## src/rtl/noc_pkg.sv

```systemverilog
// Shared NoC definitions: packet field offsets, PE mode encodings and the TX FSM state type.
package noc_pkg;

   localparam int unsigned NOC_DATA_WIDTH = 16;
   localparam int unsigned NOC_ADDR_WIDTH = 2;

   localparam int unsigned DATA_LSB = 0;
   localparam int unsigned SRC_LSB  = NOC_DATA_WIDTH;
   localparam int unsigned DST_LSB  = NOC_DATA_WIDTH + NOC_ADDR_WIDTH;

   localparam logic [1:0] MODE_ECHO = 2'd0;
   localparam logic [1:0] MODE_INCR = 2'd1;
   localparam logic [1:0] MODE_SINK = 2'd2;

   typedef enum logic {
      TX_IDLE,
      TX_SEND
   } tx_state_e;

   // Offsets for non-default geometries.
   function automatic int unsigned src_lsb(input int unsigned data_w);
      return data_w;
   endfunction

   function automatic int unsigned dst_lsb(input int unsigned data_w, input int unsigned addr_w);
      return data_w + addr_w;
   endfunction

endpackage

```

## src/rtl/pe_fifo.sv

```systemverilog
// Generic synchronous FIFO with circular pointers; DEPTH must be a power of two (>= 2).
module pe_fifo #(
   parameter int unsigned WIDTH = 8,
   parameter int unsigned DEPTH = 4
) (
   input  logic             clk,
   input  logic             rst,
   input  logic             i_push,
   input  logic [WIDTH-1:0] i_data,
   input  logic             i_pop,
   output logic [WIDTH-1:0] o_data,
   output logic             o_full,
   output logic             o_empty
);

   localparam int unsigned PTR_W = $clog2(DEPTH);
   localparam int unsigned CNT_W = $clog2(DEPTH + 1);

   logic [WIDTH-1:0] r_mem [DEPTH];
   logic [PTR_W-1:0] r_wr_ptr;
   logic [PTR_W-1:0] r_rd_ptr;
   logic [CNT_W-1:0] r_count;

   assign o_data  = r_mem[r_rd_ptr];
   assign o_full  = (r_count == CNT_W'(DEPTH));
   assign o_empty = (r_count == '0);

   always_ff @(posedge clk) begin
      if (i_push) r_mem[r_wr_ptr] <= i_data;
   end

   // Pointers wrap naturally because DEPTH is a power of two.
   always_ff @(posedge clk or posedge rst) begin
      if (rst) begin
         r_wr_ptr <= '0;
         r_rd_ptr <= '0;
         r_count  <= '0;
      end else begin
         if (i_push) r_wr_ptr <= r_wr_ptr + 1'b1;
         if (i_pop)  r_rd_ptr <= r_rd_ptr + 1'b1;
         case ({i_push, i_pop})
            2'b10:   r_count <= r_count + 1'b1;
            2'b01:   r_count <= r_count - 1'b1;
            default: r_count <= r_count;
         endcase
      end
   end

endmodule

```

## src/rtl/pe_nic.sv

```systemverilog
// PE network interface: address check, receive FIFO, echo/increment/sink reply engine.
// Optional statistics counters are built when PE_STATS_EN is defined.
module pe_nic
   import noc_pkg::*;
#(
   parameter int unsigned DATA_WIDTH = 16,
   parameter int unsigned ADDR_WIDTH = 2,
   parameter int unsigned LOCAL_ADDR = 0,
   parameter int unsigned FIFO_DEPTH = 4,
   parameter int unsigned CNT_WIDTH  = 16
) (
   input  logic                               clk,
   input  logic                               rst,
   input  logic                               i_valid_from_router,
   output logic                               o_ready_to_router,
   input  logic [DATA_WIDTH+2*ADDR_WIDTH-1:0] i_data_from_router,
   output logic                               o_valid_to_router,
   input  logic                               i_ready_from_router,
   output logic [DATA_WIDTH+2*ADDR_WIDTH-1:0] o_data_to_router,
   input  logic [1:0]                         i_mode,
`ifdef PE_STATS_EN
   output logic [CNT_WIDTH-1:0]               o_rx_cnt,
   output logic [CNT_WIDTH-1:0]               o_tx_cnt,
   output logic [CNT_WIDTH-1:0]               o_drop_cnt,
`endif
   output logic                               o_misroute
);

   localparam int unsigned PKT_W = DATA_WIDTH + 2 * ADDR_WIDTH;
   localparam int unsigned SRC_L = src_lsb(DATA_WIDTH);
   localparam int unsigned DST_L = dst_lsb(DATA_WIDTH, ADDR_WIDTH);

   logic                  w_full, w_empty;
   logic                  w_accept, w_is_local, w_push;
   logic                  w_pop, w_load, w_sink_pop, w_sink;
   logic [PKT_W-1:0]      w_head, w_reply;
   logic [DATA_WIDTH-1:0] w_reply_data;
   tx_state_e             r_state, w_state_nxt;
   logic [PKT_W-1:0]      r_data;
   logic                  r_misroute;

   assign o_ready_to_router = !w_full;
   assign w_accept          = i_valid_from_router && !w_full;
   assign w_is_local        = (i_data_from_router[DST_L +: ADDR_WIDTH] == ADDR_WIDTH'(LOCAL_ADDR));
   assign w_push            = w_accept && w_is_local;
   assign w_sink            = (i_mode == MODE_SINK) || (i_mode == 2'd3);

   pe_fifo #(
      .WIDTH (PKT_W),
      .DEPTH (FIFO_DEPTH)
   ) u_rx_fifo (
      .clk     (clk),
      .rst     (rst),
      .i_push  (w_push),
      .i_data  (i_data_from_router),
      .i_pop   (w_pop),
      .o_data  (w_head),
      .o_full  (w_full),
      .o_empty (w_empty)
   );

   assign w_reply_data = (i_mode == MODE_INCR) ? w_head[DATA_WIDTH-1:0] + 1'b1
                                               : w_head[DATA_WIDTH-1:0];
   assign w_reply      = {w_head[SRC_L +: ADDR_WIDTH], ADDR_WIDTH'(LOCAL_ADDR), w_reply_data};

   always_comb begin
      w_state_nxt = r_state;
      w_pop       = 1'b0;
      w_load      = 1'b0;
      w_sink_pop  = 1'b0;
      case (r_state)
         TX_IDLE: begin
            if (!w_empty) begin
               w_pop = 1'b1;
               if (w_sink) begin
                  w_sink_pop = 1'b1;
               end else begin
                  w_load      = 1'b1;
                  w_state_nxt = TX_SEND;
               end
            end
         end
         TX_SEND: begin
            // A handshake may chain straight into the next reply, giving one packet per cycle.
            if (i_ready_from_router) begin
               if (!w_empty && !w_sink) begin
                  w_pop  = 1'b1;
                  w_load = 1'b1;
               end else begin
                  w_state_nxt = TX_IDLE;
               end
            end
         end
         default: w_state_nxt = TX_IDLE;
      endcase
   end

   always_ff @(posedge clk or posedge rst) begin
      if (rst) begin
         r_state    <= TX_IDLE;
         r_data     <= '0;
         r_misroute <= 1'b0;
      end else begin
         r_state    <= w_state_nxt;
         r_misroute <= w_accept && !w_is_local;
         if (w_load) r_data <= w_reply;
      end
   end

   assign o_valid_to_router = (r_state == TX_SEND);
   assign o_data_to_router  = r_data;
   assign o_misroute        = r_misroute;

`ifdef PE_STATS_EN
   logic [CNT_WIDTH-1:0] r_rx_cnt, r_tx_cnt, r_drop_cnt;

   always_ff @(posedge clk or posedge rst) begin
      if (rst) begin
         r_rx_cnt   <= '0;
         r_tx_cnt   <= '0;
         r_drop_cnt <= '0;
      end else begin
         r_rx_cnt   <= r_rx_cnt + CNT_WIDTH'(w_push);
         r_tx_cnt   <= r_tx_cnt + CNT_WIDTH'(o_valid_to_router && i_ready_from_router);
         // A misroute drop and a sink pop can land in the same cycle.
         r_drop_cnt <= r_drop_cnt + CNT_WIDTH'(w_accept && !w_is_local) + CNT_WIDTH'(w_sink_pop);
      end
   end

   assign o_rx_cnt   = r_rx_cnt;
   assign o_tx_cnt   = r_tx_cnt;
   assign o_drop_cnt = r_drop_cnt;
`endif

endmodule

```

## config.mk

```make
export PLATFORM = sky130hd
export DESIGN_NAME = pe_nic
export DESIGN_NICKNAME = d
export VERILOG_FILES = /design/src/rtl/noc_pkg.sv /design/src/rtl/pe_fifo.sv /design/src/rtl/pe_nic.sv
export SDC_FILE = /design/constraint.sdc
export NUM_CORES = 1
export LEC_CHECK = 0
export CORE_UTILIZATION = 59
export CTS_CLUSTER_DIAMETER = 100
export DETAILED_ROUTE_END_ITERATION = 7
export MAX_ROUTING_LAYER = met4
export PLACE_DENSITY = 0.89
export SLEW_MARGIN = 20
export SYNTH_ARGS = -nofsm -noshare
export SYNTH_HDL_FRONTEND = slang
export SYNTH_SLANG_ARGS = --single-unit
```

## constraint.sdc

```tcl
create_clock -name clk -period 4.55 [get_ports clk]
set_clock_uncertainty 0.15 [all_clocks]
set_input_delay 0.6825 -clock clk [delete_from_list [all_inputs] [get_ports clk]]
set_output_delay 0.6825 -clock clk [all_outputs]
set_load 0.01 [all_outputs]
```

# == Word level (Yosys, flattened, before mapping) ==
# Memories as Yosys holds them, arrays and structs flattened.
# Index checks and enable logic that the tools add are counted.
# totals
ramBits,80
latch_bits,0
mem_bits_ro,0
elab_cells,44
reg_bits,27
memories,1
inputBits,26
# memory_table
memory,depth,width,rd,rd_clocked_by_memory_dff,wr,line_no,text
u_rx_fifo.r_mem,4,20,1,0,1,pe_fifo.sv:19,logic [WIDTH-1:0] r_mem [DEPTH];
# op_classes
add_sub_neg,5
multipliers,0
reduce_logical,12
bitwise_logic,1
mux,13
n_div,0
magnitude_cmp,0
shift,0
eq_ne,6
# op_table
operator,n
"16-bit by 1-bit adder with 16-bit output, second input constant",1
16-bit 2-to-1 mux,1
1-bit 2-to-1 mux,8
"2-bit == test, second input constant",3
1-bit one-hot mux with 2 select lines,3
3-bit one-hot mux with 2 select lines,1
"2-bit by 1-bit adder with 2-bit output, second input constant",2
"2-bit by 1-bit == test with 1-bit output, second input constant",2
1-bit logical AND,4
1-bit logical NOT,4
"3-bit by 1-bit adder with 3-bit output, second input constant",1
"3-bit == test, second input constant",1
3-bit logical NOT,1
"3-bit by 1-bit subtractor with 3-bit output, second input constant",1
2-bit logical NOT,1
2-bit nonzero test,1
1-bit logical OR,1
1-bit NOT,1

# == Longest topological paths before layout ==
# logic_depth
ltp_word,9
mapped_depth,11

# == Hierarchy ==
# Synthesis repeated with hierarchy kept, for this count alone.
# unflattened
hier_cells,271
hier_area_um2,4403.0
# by_module_without_submodules
module,area_per_inst_um2,instances,cells_each
pe_fifo,3291.9,1,141
pe_nic,1111.1,1,130

# == Worst setup path before layout ==
# No wires, ideal clock.
# synth_path
path_kind,input-to-reg
startpoint,in i_mode[1]
endpoint,reg u_rx_fifo.r_count[2]
n_path_buf,0
path_slack_ns,2.272
arrival_ns,2.049
cell_stages,8
required_time_ns,4.321
path_cell_list,nand2b_1 > a21oi_1 > ha_1 > inv_1 > fa_1 > xor2_1 > nor2_1 > xor2_1
# synth_via
elab_chain_len,9
# synth_lines
item,line_no,text
"start, declared",pe_nic.sv:20,"input logic [1:0] i_mode,"
2-bit == test,pe_nic.sv:46,assign w_sink = (i_mode == MODE_SINK) || (i_mode == 2'd3);
1-bit logical OR (*),pe_nic.sv:46,
1-bit logical NOT (*),pe_nic.sv:86,if (!w_empty && !w_sink) begin
1-bit logical AND (*),pe_nic.sv:86,
1-bit 2-to-1 mux (*),pe_nic.sv:86,
1-bit 2-to-1 mux (*),pe_nic.sv:85,if (i_ready_from_router) begin
1-bit one-hot mux with 2 select lines (*),pe_nic.sv:71,case (r_state)
2-bit by 1-bit == test with 1-bit output / 2-bit == test (equally long branches),pe_fifo.sv:41,"case ({i_push, i_pop})"
3-bit one-hot mux with 2 select lines / 2-bit nonzero test (equally long branches),n/a,
"end signal, assigned",pe_fifo.sv:42,2'b10: r_count <= r_count + 1'b1;
"end signal, assigned",pe_fifo.sv:43,2'b01: r_count <= r_count - 1'b1;
"end signal, assigned",pe_fifo.sv:44,default: r_count <= r_count;
"end, declared",pe_fifo.sv:22,logic [CNT_W-1:0] r_count;
# Every way passes the cells marked *; elsewhere a longest branch is shown, timed or not.
# A chain may end at the register's enable or synchronous reset.

# == Final worst setup path ==
# layout_path
startpoint,reg u_rx_fifo.r_rd_ptr[1]
endpoint,"reg r_data[12], in the netlist o_data_to_router[12]"
# layout_via
elab_chain_len,3
# layout_lines
item,line_no,text
"start, declared",pe_fifo.sv:21,logic [PTR_W-1:0] r_rd_ptr;
"start signal, assigned",pe_fifo.sv:40,if (i_pop) r_rd_ptr <= r_rd_ptr + 1'b1;
memory 4 x 20 bit (*),n/a,
16-bit by 1-bit adder with 16-bit output,pe_nic.sv:62,assign w_reply_data = (i_mode == MODE_INCR) ? w_head[DATA_WIDTH-1:0] + 1'b1
16-bit 2-to-1 mux (*),pe_nic.sv:62,
"end signal, assigned",pe_nic.sv:106,if (w_load) r_data <= w_reply;
"end, declared",pe_nic.sv:39,logic [PKT_W-1:0] r_data;
# Marks and branches as above.

==> run summary <==
status: complete, no violations
Seq/Total Area, Yosys: 69.0%
Die Height: 85.5 um
predominant post-synthesis flop cell: edfxtp_1
via count: 2163
maximum clock insertion buffer count: 2
final period utilization: 63.1%
PwrDens: 567 nW/um^2
distinct cell type count after synthesis: 27
Total GRT Usage: 22.1%
crit path max fanout: 19
Die Wd: 85.5 um
first-pass GRT wire length: 11.2 mm
Post-synth ARST share: 27.3%
CP required: 4.62 ns
detailed-route DRC error count: 0
Arrival @ worst endpoint: 2.94 ns
min-delay src: u_rx_fifo.r_count[2]$_DFFE_PP0P_
fin. max-slew vios: 0
clk slew on worst S/H paths: 0.10 ns
fmax: 348 MHz
# fillers: 449
post-CTS setup buffers: 0
initial core utilization: 60.9%
R2R Setup Slk: 1.68 ns
synthesized cell area: 4110 um^2
WL final: 6.96 mm
Worst-Margin Slew: 1.00 ns
timing startpoint of the critical path: u_rx_fifo.r_rd_ptr[1]$_DFFE_PP0N_
# IOs: 49
most common cell in the synthesized netlist: edfxtp_1
Slew Limit Headroom: 33.0%
initial antenna violation count: 0
GRT overflow: 0
CP Class: reg2reg
reg2reg path depth: 7
Sink Count: 99
worst r2r src: u_rx_fifo.r_rd_ptr[1]$_DFFE_PP0N_
Hold WC Path Type: reg2reg
drt wl/cell: 18.4 um
Diodes inserted: 0
cts hold-fix bufs: 0
min Tclk post-route: 2.87 ns
Synth area leaders: edfxtp_1 53%, dfrtp_1 16%, mux4_2 9.9%
LEAKAGE: 1.63 nW
worst skew pair latency: 0.37 ns
largest net degree at the start of global routing: 28
RSZ-0062 raised after global routing: false
cells after synthesis: 243
share of cells above drive strength 1: 16.1%
top cell type by total area after synthesis: edfxtp_1
setup TNS: 0 ns
placed wire-length estimate: 4.71 mm
Yosys top cell area share: 52.6%
Max-Cap Viols: 0
final core occ: 71.3%
CTS root buf: clkbuf_8
vias in the first global route: 2253
final hold violation count: 0
FF+latch count, synth: 99
Avg Inst Size Synth: 16.9 um^2
top cells by count, synth: 72 x edfxtp_1, 27 x dfrtp_1, 21 x nor2_1
htree depth: 3
Die Area: 7310 um^2
CTS tree: done
worst reg2reg path endpoint: o_data_to_router[12]$_DFFE_PP0P_
layout overhead on the synthesized area: 17.0%
number of flops mapped to enable cells by yosys: 72
VDD IR-drop max: 244 uV
Antenna Nets Post-Route: 0
num rows: 30
synth warn: 0
startpoint types: register
Worst setup EP type: register
DR vias/cell: 5.71
Inserted Clock Buffers: 9
core area: 6760 um^2
Final GP Congestion: 0.790
Final Setup Violations: 0
initial DRC count: 90
hold endpoint: u_rx_fifo.r_count[2]$_DFFE_PP0P_
drt pass-1 iters: 5
nets@finish: 327
worst hold stages: 1
Buffers on Ports: 46
number of gates resized after cts: 0
==> cell type report <==
| type | count | area [um^2] | share of cell area (%) |
|---|---|---|---|
| flip-flops and latches | 99 | 2840 | 58.9 |
| well taps | 80 | 100 | 2.08 |
| inverters | 9 | 33.8 | 0.702 |
| clock buffers | 9 | 124 | 2.57 |
| repair buffers | 48 | 475 | 9.88 |
| clock inverters | 7 | 52.6 | 1.09 |
| multi-input cells | 127 | 1190 | 24.7 |
==> power by group <==
group,internal [mW],total [mW],switching [mW]
Sequential,1.12,1.23,0.110
Clock,0.200,0.505,0.305
Combinational,0.498,0.988,0.490
==> sequential cells by signal, summed over array words and instances, names as in the netlist <==
name,flops
u_rx_fifo.r_mem,72
u_rx_fifo.r_rd_ptr,2
o_valid_to_router,1
u_rx_fifo.r_count,3
o_data_to_router,18
o_misroute,1
u_rx_fifo.r_wr_ptr,2
==> cell families (layout without fill, tap and decap cells) <==
group	after synthesis	count (layout)	synth area share (%)
DFF	99	99	69.0
and+or+nand+nor	56	56	8.30
muxes	24	24	11.4
xor gates and xnor gates	21	21	4.47
buffers and inverters	18	73	2.28
AOI/OAI and AO/OA	17	17	2.13
adders and majority gates	7	7	2.31
other	1	2	0.0912
==> placed cells by master (no fill, tap or decap) <==
cell type,synthesis,final
mux4_2,18,18
dfrtp_1,27,27
and3b_1,1,1
nor4_2,4,4
nor2_1,21,21
edfxtp_1,72,72
nand2_1,6,6
conb_1,1,2
clkdlybuf4s50_1,0,46
fa_1,1,1
a21oi_1,16,16
nand4_4,3,3
xnor2_1,15,15
nor3_1,7,6
o21bai_1,1,1
clkbuf_8,0,9
ha_1,6,6
mux2i_1,2,2
clkinv_1,0,1
inv_2,0,1
clkinv_4,0,2
clkinvlp_4,0,3
xor2_1,6,6
mux2_2,4,4
nor2b_1,2,2
inv_1,9,8
nand3_1,4,4
nor3_2,0,1
buf_4,5,2
nand2b_1,1,1
nand4_1,3,3
and2_1,4,4
inv_6,0,1
==> through the flow <==
step | cells | instance area, um^2 | hold slack, ns | worst slack (ns) | power (mW)
floorplan | 244 | 4120 | 0.314 | 2.27 | 1.91
global placement | 363 | 4640 | 0.328 | 1.45 | 2.21
detailed placement | 363 | 4640 | 0.340 | 1.34 | 2.26
CTS | 379 | 4810 | 0.352 | 1.65 | 2.76
global route | 379 | 4810 | 0.396 | 1.46 | 2.90
finish | 379 | 4810 | 0.350 | 1.68 | 2.73
==> metal layers <==
metal  up-vias  global-route usage, %  part of all wire (%)
met2        68                   35.2                    51
met5         -                      -                     0
met1      1081                   27.7                    42
li1       1006                      -                     -
met3         8                   5.29                   5.4
met4         0                   8.94                   1.5
==> worst max-delay path, stage by stage (launching register included) <==
cell     delay [ns]
dfrtp_1        0.91
mux4_2         0.44
ha_1           0.16
and3b_1        0.26
nand2_1        0.16
nor4_2         0.41
xnor2_1        0.16
a21oi_1        0.08
==> how the worst max path moves through the flow <==
| stage | to | slack [ns] | cells past startpoint |
|---|---|---|---|
| 6_report | o_data_to_router[12]$_DFFE_PP0P_ | 1.68 | 7 |
| 5_1_grt | o_data_to_router[12]$_DFFE_PP0P_ | 1.46 | 7 |
| 4_1_cts | o_data_to_router[12]$_DFFE_PP0P_ | 1.65 | 7 |
| 3_5_place_dp | u_rx_fifo.r_mem[1][2]$_DFFE_PP_ | 1.34 | 4 |
| 3_3_place_gp | u_rx_fifo.r_mem[0][2]$_DFFE_PP_ | 1.45 | 4 |
| 2_1_floorplan | u_rx_fifo.r_count[2]$_DFFE_PP0P_ | 2.27 | 8 |
No activity file was read; power rests on OpenSTA's default activity.
